`src/rtl/ps2_host_tx.sv`:
```
// ps2_host_tx: host-to-device PS/2 transmitter.
// Sends one command byte to the keyboard using the request-to-send sequence.
// The sequence is: inhibit the clock, assert the start bit, release the clock, then shift the
// data out on device clock falls and check for the device ACK.
//
// Ports:
//   clk, reset         system clock and synchronous active-high reset
//   start, data        1-cycle request strobe and the byte to send (sampled with start)
//   busy, rx_inhibit   transaction in progress, including the done/err cycle
//   done, err          1-cycle completion pulses (ACK received / missing ACK or timeout)
//   ps2c_in, ps2d_in   raw asynchronous PS/2 pads
//   ps2c_oe, ps2d_oe   open-drain enables; 1 pulls the line low
module ps2_host_tx #(
  parameter int unsigned INHIBIT_CYCLES = 2500,
  parameter int unsigned TIMEOUT_CYCLES = 375000
) (
  input  logic       clk,
  input  logic       reset,
  input  logic       start,
  input  logic [7:0] data,
  output logic       busy,
  output logic       done,
  output logic       err,
  output logic       rx_inhibit,
  input  logic       ps2c_in,
  input  logic       ps2d_in,
  output logic       ps2c_oe,
  output logic       ps2d_oe
);

  localparam int unsigned MaxCnt = (TIMEOUT_CYCLES > INHIBIT_CYCLES) ? TIMEOUT_CYCLES
                                                                     : INHIBIT_CYCLES;
  localparam int unsigned CntW = $clog2(MaxCnt + 1);
  localparam logic [CntW-1:0] InhLast = CntW'(INHIBIT_CYCLES - 1);
  localparam logic [CntW-1:0] TmoLast = CntW'(TIMEOUT_CYCLES - 1);

  typedef enum logic [2:0] {
    StIdle, StInhibit, StReq, StSend, StAck, StWaitIdle
  } state_e;

  state_e          state_q, state_d;
  logic [CntW-1:0] cnt_q, cnt_d;
  logic [3:0]      bitcnt_q, bitcnt_d;
  logic [8:0]      shift_q, shift_d;
  logic            d_oe_q, d_oe_d;
  logic            done_q, done_d;
  logic            err_q, err_d;
  logic            c_meta_q, c_sync_q, c_prev_q;
  logic            d_meta_q, d_sync_q;
  logic            fall;
  logic            start_ok;

  // Synchronisers idle high so leaving reset never produces a false clock fall.
  always_ff @(posedge clk) begin
    if (reset) begin
      c_meta_q <= 1'b1;
      c_sync_q <= 1'b1;
      c_prev_q <= 1'b1;
      d_meta_q <= 1'b1;
      d_sync_q <= 1'b1;
    end else begin
      c_meta_q <= ps2c_in;
      c_sync_q <= c_meta_q;
      c_prev_q <= c_sync_q;
      d_meta_q <= ps2d_in;
      d_sync_q <= d_meta_q;
    end
  end

  assign fall     = c_prev_q & ~c_sync_q;
  assign busy     = (state_q != StIdle) | done_q | err_q;
  assign start_ok = start & ~busy;

  always_comb begin
    state_d  = state_q;
    cnt_d    = cnt_q;
    bitcnt_d = bitcnt_q;
    shift_d  = shift_q;
    d_oe_d   = d_oe_q;
    done_d   = 1'b0;
    err_d    = 1'b0;

    unique case (state_q)
      StIdle: begin
        if (start_ok) begin
          state_d = StInhibit;
          cnt_d   = '0;
          shift_d = {~^data, data};
          d_oe_d  = 1'b0;
        end
      end
      StInhibit: begin
        if (cnt_q == InhLast) begin
          state_d = StReq;
          d_oe_d  = 1'b1;  // start bit, held until the first device fall
        end else begin
          cnt_d = cnt_q + 1'b1;
        end
      end
      StReq: begin
        state_d  = StSend;
        cnt_d    = '0;
        bitcnt_d = '0;
      end
      StSend, StAck, StWaitIdle: begin
        cnt_d = fall ? '0 : cnt_q + 1'b1;
        // A timeout wins over a fall arriving in the same cycle.
        if (cnt_q >= TmoLast) begin
          state_d = StIdle;
          d_oe_d  = 1'b0;
          err_d   = 1'b1;
        end else if (state_q == StSend) begin
          if (fall) begin
            bitcnt_d = bitcnt_q + 4'd1;
            if (bitcnt_q == 4'd9) begin
              d_oe_d  = 1'b0;  // stop bit: release data
              state_d = StAck;
            end else begin
              d_oe_d = ~shift_q[bitcnt_q];
            end
          end
        end else if (state_q == StAck) begin
          if (fall) begin
            if (!d_sync_q) begin
              state_d = StWaitIdle;
            end else begin
              state_d = StIdle;
              err_d   = 1'b1;
            end
          end
        end else begin
          if (c_sync_q && d_sync_q) begin
            state_d = StIdle;
            done_d  = 1'b1;
          end
        end
      end
      default: begin
        state_d = StIdle;
        d_oe_d  = 1'b0;
      end
    endcase
  end

  always_ff @(posedge clk) begin
    if (reset) begin
      state_q  <= StIdle;
      cnt_q    <= '0;
      bitcnt_q <= '0;
      shift_q  <= '0;
      d_oe_q   <= 1'b0;
      done_q   <= 1'b0;
      err_q    <= 1'b0;
    end else begin
      state_q  <= state_d;
      cnt_q    <= cnt_d;
      bitcnt_q <= bitcnt_d;
      shift_q  <= shift_d;
      d_oe_q   <= d_oe_d;
      done_q   <= done_d;
      err_q    <= err_d;
    end
  end

  assign done       = done_q;
  assign err        = err_q;
  assign rx_inhibit = busy;
  assign ps2c_oe    = (state_q == StInhibit) || (state_q == StReq);
  assign ps2d_oe    = d_oe_q;

endmodule

```
`config.mk`:
```
export PLATFORM = sky130hd
export DESIGN_NAME = ps2_host_tx
export DESIGN_NICKNAME = d
export VERILOG_FILES = /design/src/rtl/ps2_host_tx.sv
export SDC_FILE = /design/constraint.sdc
export NUM_CORES = 1
export LEC_CHECK = 0
export BUFFER_PORTS_ARGS = -buffer_cell sky130_fd_sc_hd__buf_2
export CORE_MARGIN = 3
export CORE_UTILIZATION = 47
export CTS_CLUSTER_DIAMETER = 150
export CTS_CLUSTER_SIZE = 28
export DETAILED_ROUTE_END_ITERATION = 10
export GPL_TIMING_DRIVEN = 0
export MAX_ROUTING_LAYER = met4
export PLACE_DENSITY = 0.65
export SYNTH_ARGS = -nofsm -noshare
export SYNTH_HDL_FRONTEND = slang
export SYNTH_SLANG_ARGS = --single-unit
```
`constraint.sdc`:
```
create_clock -name clk -period 3.1 [get_ports clk]
set_input_delay 0.62 -clock clk [delete_from_list [all_inputs] [get_ports clk]]
set_output_delay 0.62 -clock clk [all_outputs]
set_load 0.02 [all_outputs]
```
Yosys cells after proc, flatten, opt, wreduce, memory -nomap -nowiden
Index checks and enable logic that the tools add are counted.

Add/sub/neg operators: 2. $lt $le $gt $ge: 2. Eq/ne operators: 19. Muxes and demuxes: 34. Bitwise operators: 9. Reduce and logical (&&, ||, !) cells: 15.

Operators with widths (number): $pmux 19 s4 (1); $mux 19 (3); $mux 3 (10); $add 19x1->19 const B (1); $eq 19x12->1 const B (1); $ge 19x19->1 const B (1); $mux 1 (13); $mux 4 (3); $ne 2x2->1 const B (6); $ne 4x4->1 const B (3); $pmux 3 s4 (1); $pmux 4 s2 (1); $reduce_xnor 8->1 (1); $eq 3x2->1 const B (2); $eq 3x3->1 const B (2); $ne 3x3->1 const B (2); $reduce_and 6->1 (1); $lt 4x5->1 const B (1); $ne 5x5->1 const B (1); $not 1->1 (5); $reduce_and 5->1 (1); $reduce_or 5->1 (1); $add 4x1->4 const B (1); $bmux 1 s4 (1); 16 further kinds (18).

Register bits after elaboration: 43. Input port bits: 13. Output and inout port bits: 6. Word-level logic and storage cells: 93.

Depth between registers and ports, before layout
Depth in word-level cells: 8. Gate-level depth with buffers: 8.

Least setup slack after synthesis
OpenSTA, ideal clock, no wires.

Path kind: input to register. Start: input port start. End: register cnt_q[10]. Data arrival time: 1.903 ns. Required time: 2.972 ns. Slack: 1.069 ns. Cell stages on the path: 6. Buffers on the path: 2. Path through: nor3b_1 o21ai_1 buf_2 o21bai_1 clkbuf_1 nor2_1.

Word-level cells in the longest chain between the ends: 3.

Ends and longest elaborated chain: start, declared (line 19) `input logic start,`; $and 1x1->1 (line 72) `assign start_ok = start & ~busy;`; $ne 2x2->1 (no source line); $reduce_and 3->1 (no source line); end signal, assigned (line 156) `cnt_q <= cnt_d;`; end, declared (line 42) `logic [CntW-1:0] cnt_q, cnt_d;`.

Every way passes these cells. A chain may end at the register's enable or synchronous reset.

Final worst setup path
Start: input port start. End: register cnt_q[7].

Same word-level chain as after synthesis.

==> metrics <==
outcome complete, no violations; share of the clock period used by the worst path 78.0%; largest fanout on the critical path 10; worst-case clock buffer depth 2; adder-cell share of the synthesized area 1.65%; Tot GR Track Use 20.4%; mapped cell area 0.00227 sq mm; RSZ-0062 raised after global routing no; Avg WL per Cell 14.9 microns; remaining routing DRC violations 0; Post-CTS Setup Repair Bufs 0; core footprint 0.00450 sq mm; final estimated routing congestion in global placement 0.858; clock period minus worst slack 2.42 ns; starting density of the core 50.5%; clock-pin slew on the worst setup and hold paths 0.08 ns; count of maximum capacitance violations 0; Pwr Density 446 mW/mm^2; total grt overflow 0; Arr. time, crit path 2.59 ns; vias per std cell 5.92; Max-slew headroom 27.6%; hold buffer count at cts 0; x dimension of the die 75.6 microns; post-DP HPWL 3800 microns; Synth Warn # 0; DRC marker count from the first detailed-route iteration 153; Highest Clock Rate 0.413 GHz; sum of negative setup slack 0 ns; vias in the first global route 1819; sort of element at the end of the critical path register; number of fill cells 430; area grow syn2layout 12.0%; hold crit path type register to register; ports placed on the boundary 19; number of antenna-violating nets in the routed design 0; wire length of the first global-routing pass 8740 microns; number of nets produced by synthesis 292; xor and xnor area share after synthesis 8.86%; CTS HTree Levels 2; Resized cells post-CTS 0; number of clock sinks seen by CTS 43; required arrival time at the worst endpoint 3.27 ns; CTS tree yes; Setup crit start kind input pin; antenna violations before repair 0; Final Skew 0.0152 ns; setup violation total in the final timing report 0; Slew @ Worst Pin 1.08 ns; vias post-DR 2095; Die ar. 0.00571 sq mm; insertion delay of the later-clocked pin in the worst-skew pair 0.30 ns; count of buffers from port buffering 18; pins over their slew limit 0; number of standard cells after synthesis 276; Final nets 317; maximum VDD drop 0.372 mV; area of the multi-input gates 0.00134 sq mm; number of synthesized register bits 43; main combinational cell family by area after synthesis simple AND/OR/NAND/NOR gates; slowest stage cell, crit path sky130_fd_sc_hd__o21bai_1; leading cell type in the layout, fill and taps excluded sky130_fd_sc_hd__dfxtp_1; number of failing hold endpoints at the final stage 0; simple-gate portion of the synthesized area 29.9%; highest-count cells in the layout ignoring fill and taps 43 x sky130_fd_sc_hd__dfxtp_1, 32 x sky130_fd_sc_hd__nor2_1, 25 x sky130_fd_sc_hd__nand3_1; series of cell instances along the critical path buf_2 -> nor3b_1 -> o21ai_1 -> buf_2 -> o21bai_1 -> clkbuf_1 -> nor2_1; share of final-layout standard cells stronger than drive strength 1 14.9%; multiplexer share of the synthesized area 2.42%; most frequent cell on the critical path sky130_fd_sc_hd__buf_2; share of the synthesized area in compound gates (AO/OA/AOI/OAI) 15.9%; CP peak stage delay 0.64 ns; number of buffers inserted during clock tree synthesis 5; clock tree root buffer cell sky130_fd_sc_hd__clkbuf_8; diode insertion count for antenna repair 0; static leakage 0.950 nW; synthesized area per cell 8.24 sq um; worst hold margin 0.414 ns; routing layer with the top usage in global route met1; pin count of the biggest net entering global routing 14; global routing met1 resource utilization 30.1%; WS Path Type input pin to register; die outline height 75.6 microns; final WL 5270 microns; Pre-antenna DRT Iters 4; register area share after synthesis 37.8%; count of cell types in the netlist 47; fraction of met3 tracks used by global routing 4.09%; met2 capacity usage during global routing 28.4%; std cell rows 24; total area of sequential cells 861 sq um
-- synth_stat cells, drive strengths merged --
library cell  number  area (sq um)
nor2b              4          25.0
o21bai             2          15.0
nand2             23          86.3
ha                 3          37.5
xor2               8          70.1
nor3               6          41.3
a41oi              1          8.76
a211oi             7          52.6
a21o               2          15.0
o211a              1          10.0
inv                3          11.3
or2                6          37.5
o21ba              1          10.0
and2               1          6.26
nand4b             1          8.76
or4                5          37.5
o21ai              8          40.0
o31ai              2          15.0
a2111oi            2          18.8
a31oi              2          12.5
and3               6          38.8
nor2              32           120
xnor2             15           131
nor3b              4          30.0
nand2b             5          31.3
or3                7          48.8
mux4               2          45.0
dfxtp             43           861
o31a               1          8.76
nand4              5          31.3
buf                7          43.8
nor4               2          12.5
mux2i              1          10.0
o211ai             2          15.0
a211o              2          17.5
nand3             25           125
a21oi             23           123
clkbuf             6          22.5
-- flip-flops by register name, indices dropped and copies added (netlist names), 3 cells and up --
| register | flops |
|---|---|
| state_q | 3 |
| cnt_q | 19 |
| bitcnt_q | 4 |
| shift_q | 9 |
-- metrics by stage --
| step | setup WS, ns | util (%) | area (sq um) | cells | total power [mW] |
|---|---|---|---|---|---|
| after global routing | 0.381 | 56.6 | 2550 | 354 | 1.19 |
| after global placement | 0.358 | 53.9 | 2430 | 346 | 0.692 |
| after CTS | 0.699 | 56.6 | 2550 | 354 | 1.15 |
| after floorplan | 1.07 | - | 2270 | 276 | 0.660 |
| after detailed placement | 0.401 | 53.9 | 2430 | 346 | 0.693 |
| final | 0.681 | 56.6 | 2550 | 354 | 1.14 |
-- final timing paths --
check / from / endpoint / slack [ns] / cells after the start
setup / recovery: start / cnt_q[7]$_SDFFE_PP0P_ / 0.68 / 7
hold / removal: c_meta_q$_SDFF_PP1_ / c_sync_q$_SDFF_PP1_ / 0.41 / 1
setup reg to reg: state_q[0]$_SDFFE_PP0P_ / shift_q[8]$_SDFFE_PP0P_ / 0.70 / 5
hold reg to reg: c_meta_q$_SDFF_PP1_ / c_sync_q$_SDFF_PP1_ / 0.41 / 1
-- cells by family after synthesis --
kind of cell / after synthesis
mux: 3
buf+inv: 16
compound gates: 56
simple gates: 132
fa+ha+maj: 3
xor+xnor: 23
flops: 43
-- power by group --
part | internal [mW] | switching (mW) | total [mW] | leakage [nW]
Sequential | 0.566 | 0.00808 | 0.574 | 0.349
Clock | 0.261 | 0.196 | 0.457 | 0.0612
Combinational | 0.0443 | 0.0622 | 0.106 | 0.540
Total | 0.871 | 0.266 | 1.14 | 0.950
-- metal layers --
layer	vias up	routed length, microns
met4	0	54
met5	-	0
met3	4	245
met2	61	2340
li1	1042	-
met1	988	2640
-- cell type report --
cell class / instances / area share, %
plain buffers: 13 / 2.60
clock buffers: 6 / 3.24
flip-flops and latches: 43 / 33.8
multi-input cells: 217 / 52.5
repair buffers: 18 / 3.54
clock inverters: 2 / 1.38
well taps: 52 / 2.55
inverters: 3 / 0.442
-- worst max-delay path, delay by kind of cell --
kind                   cells  cell delay (ns)
AOI/OAI and AO/OA          2             0.80
buffers and inverters      3             0.70
and+or+nand+nor            2             0.47
Power figures use the tool's default switching activity.
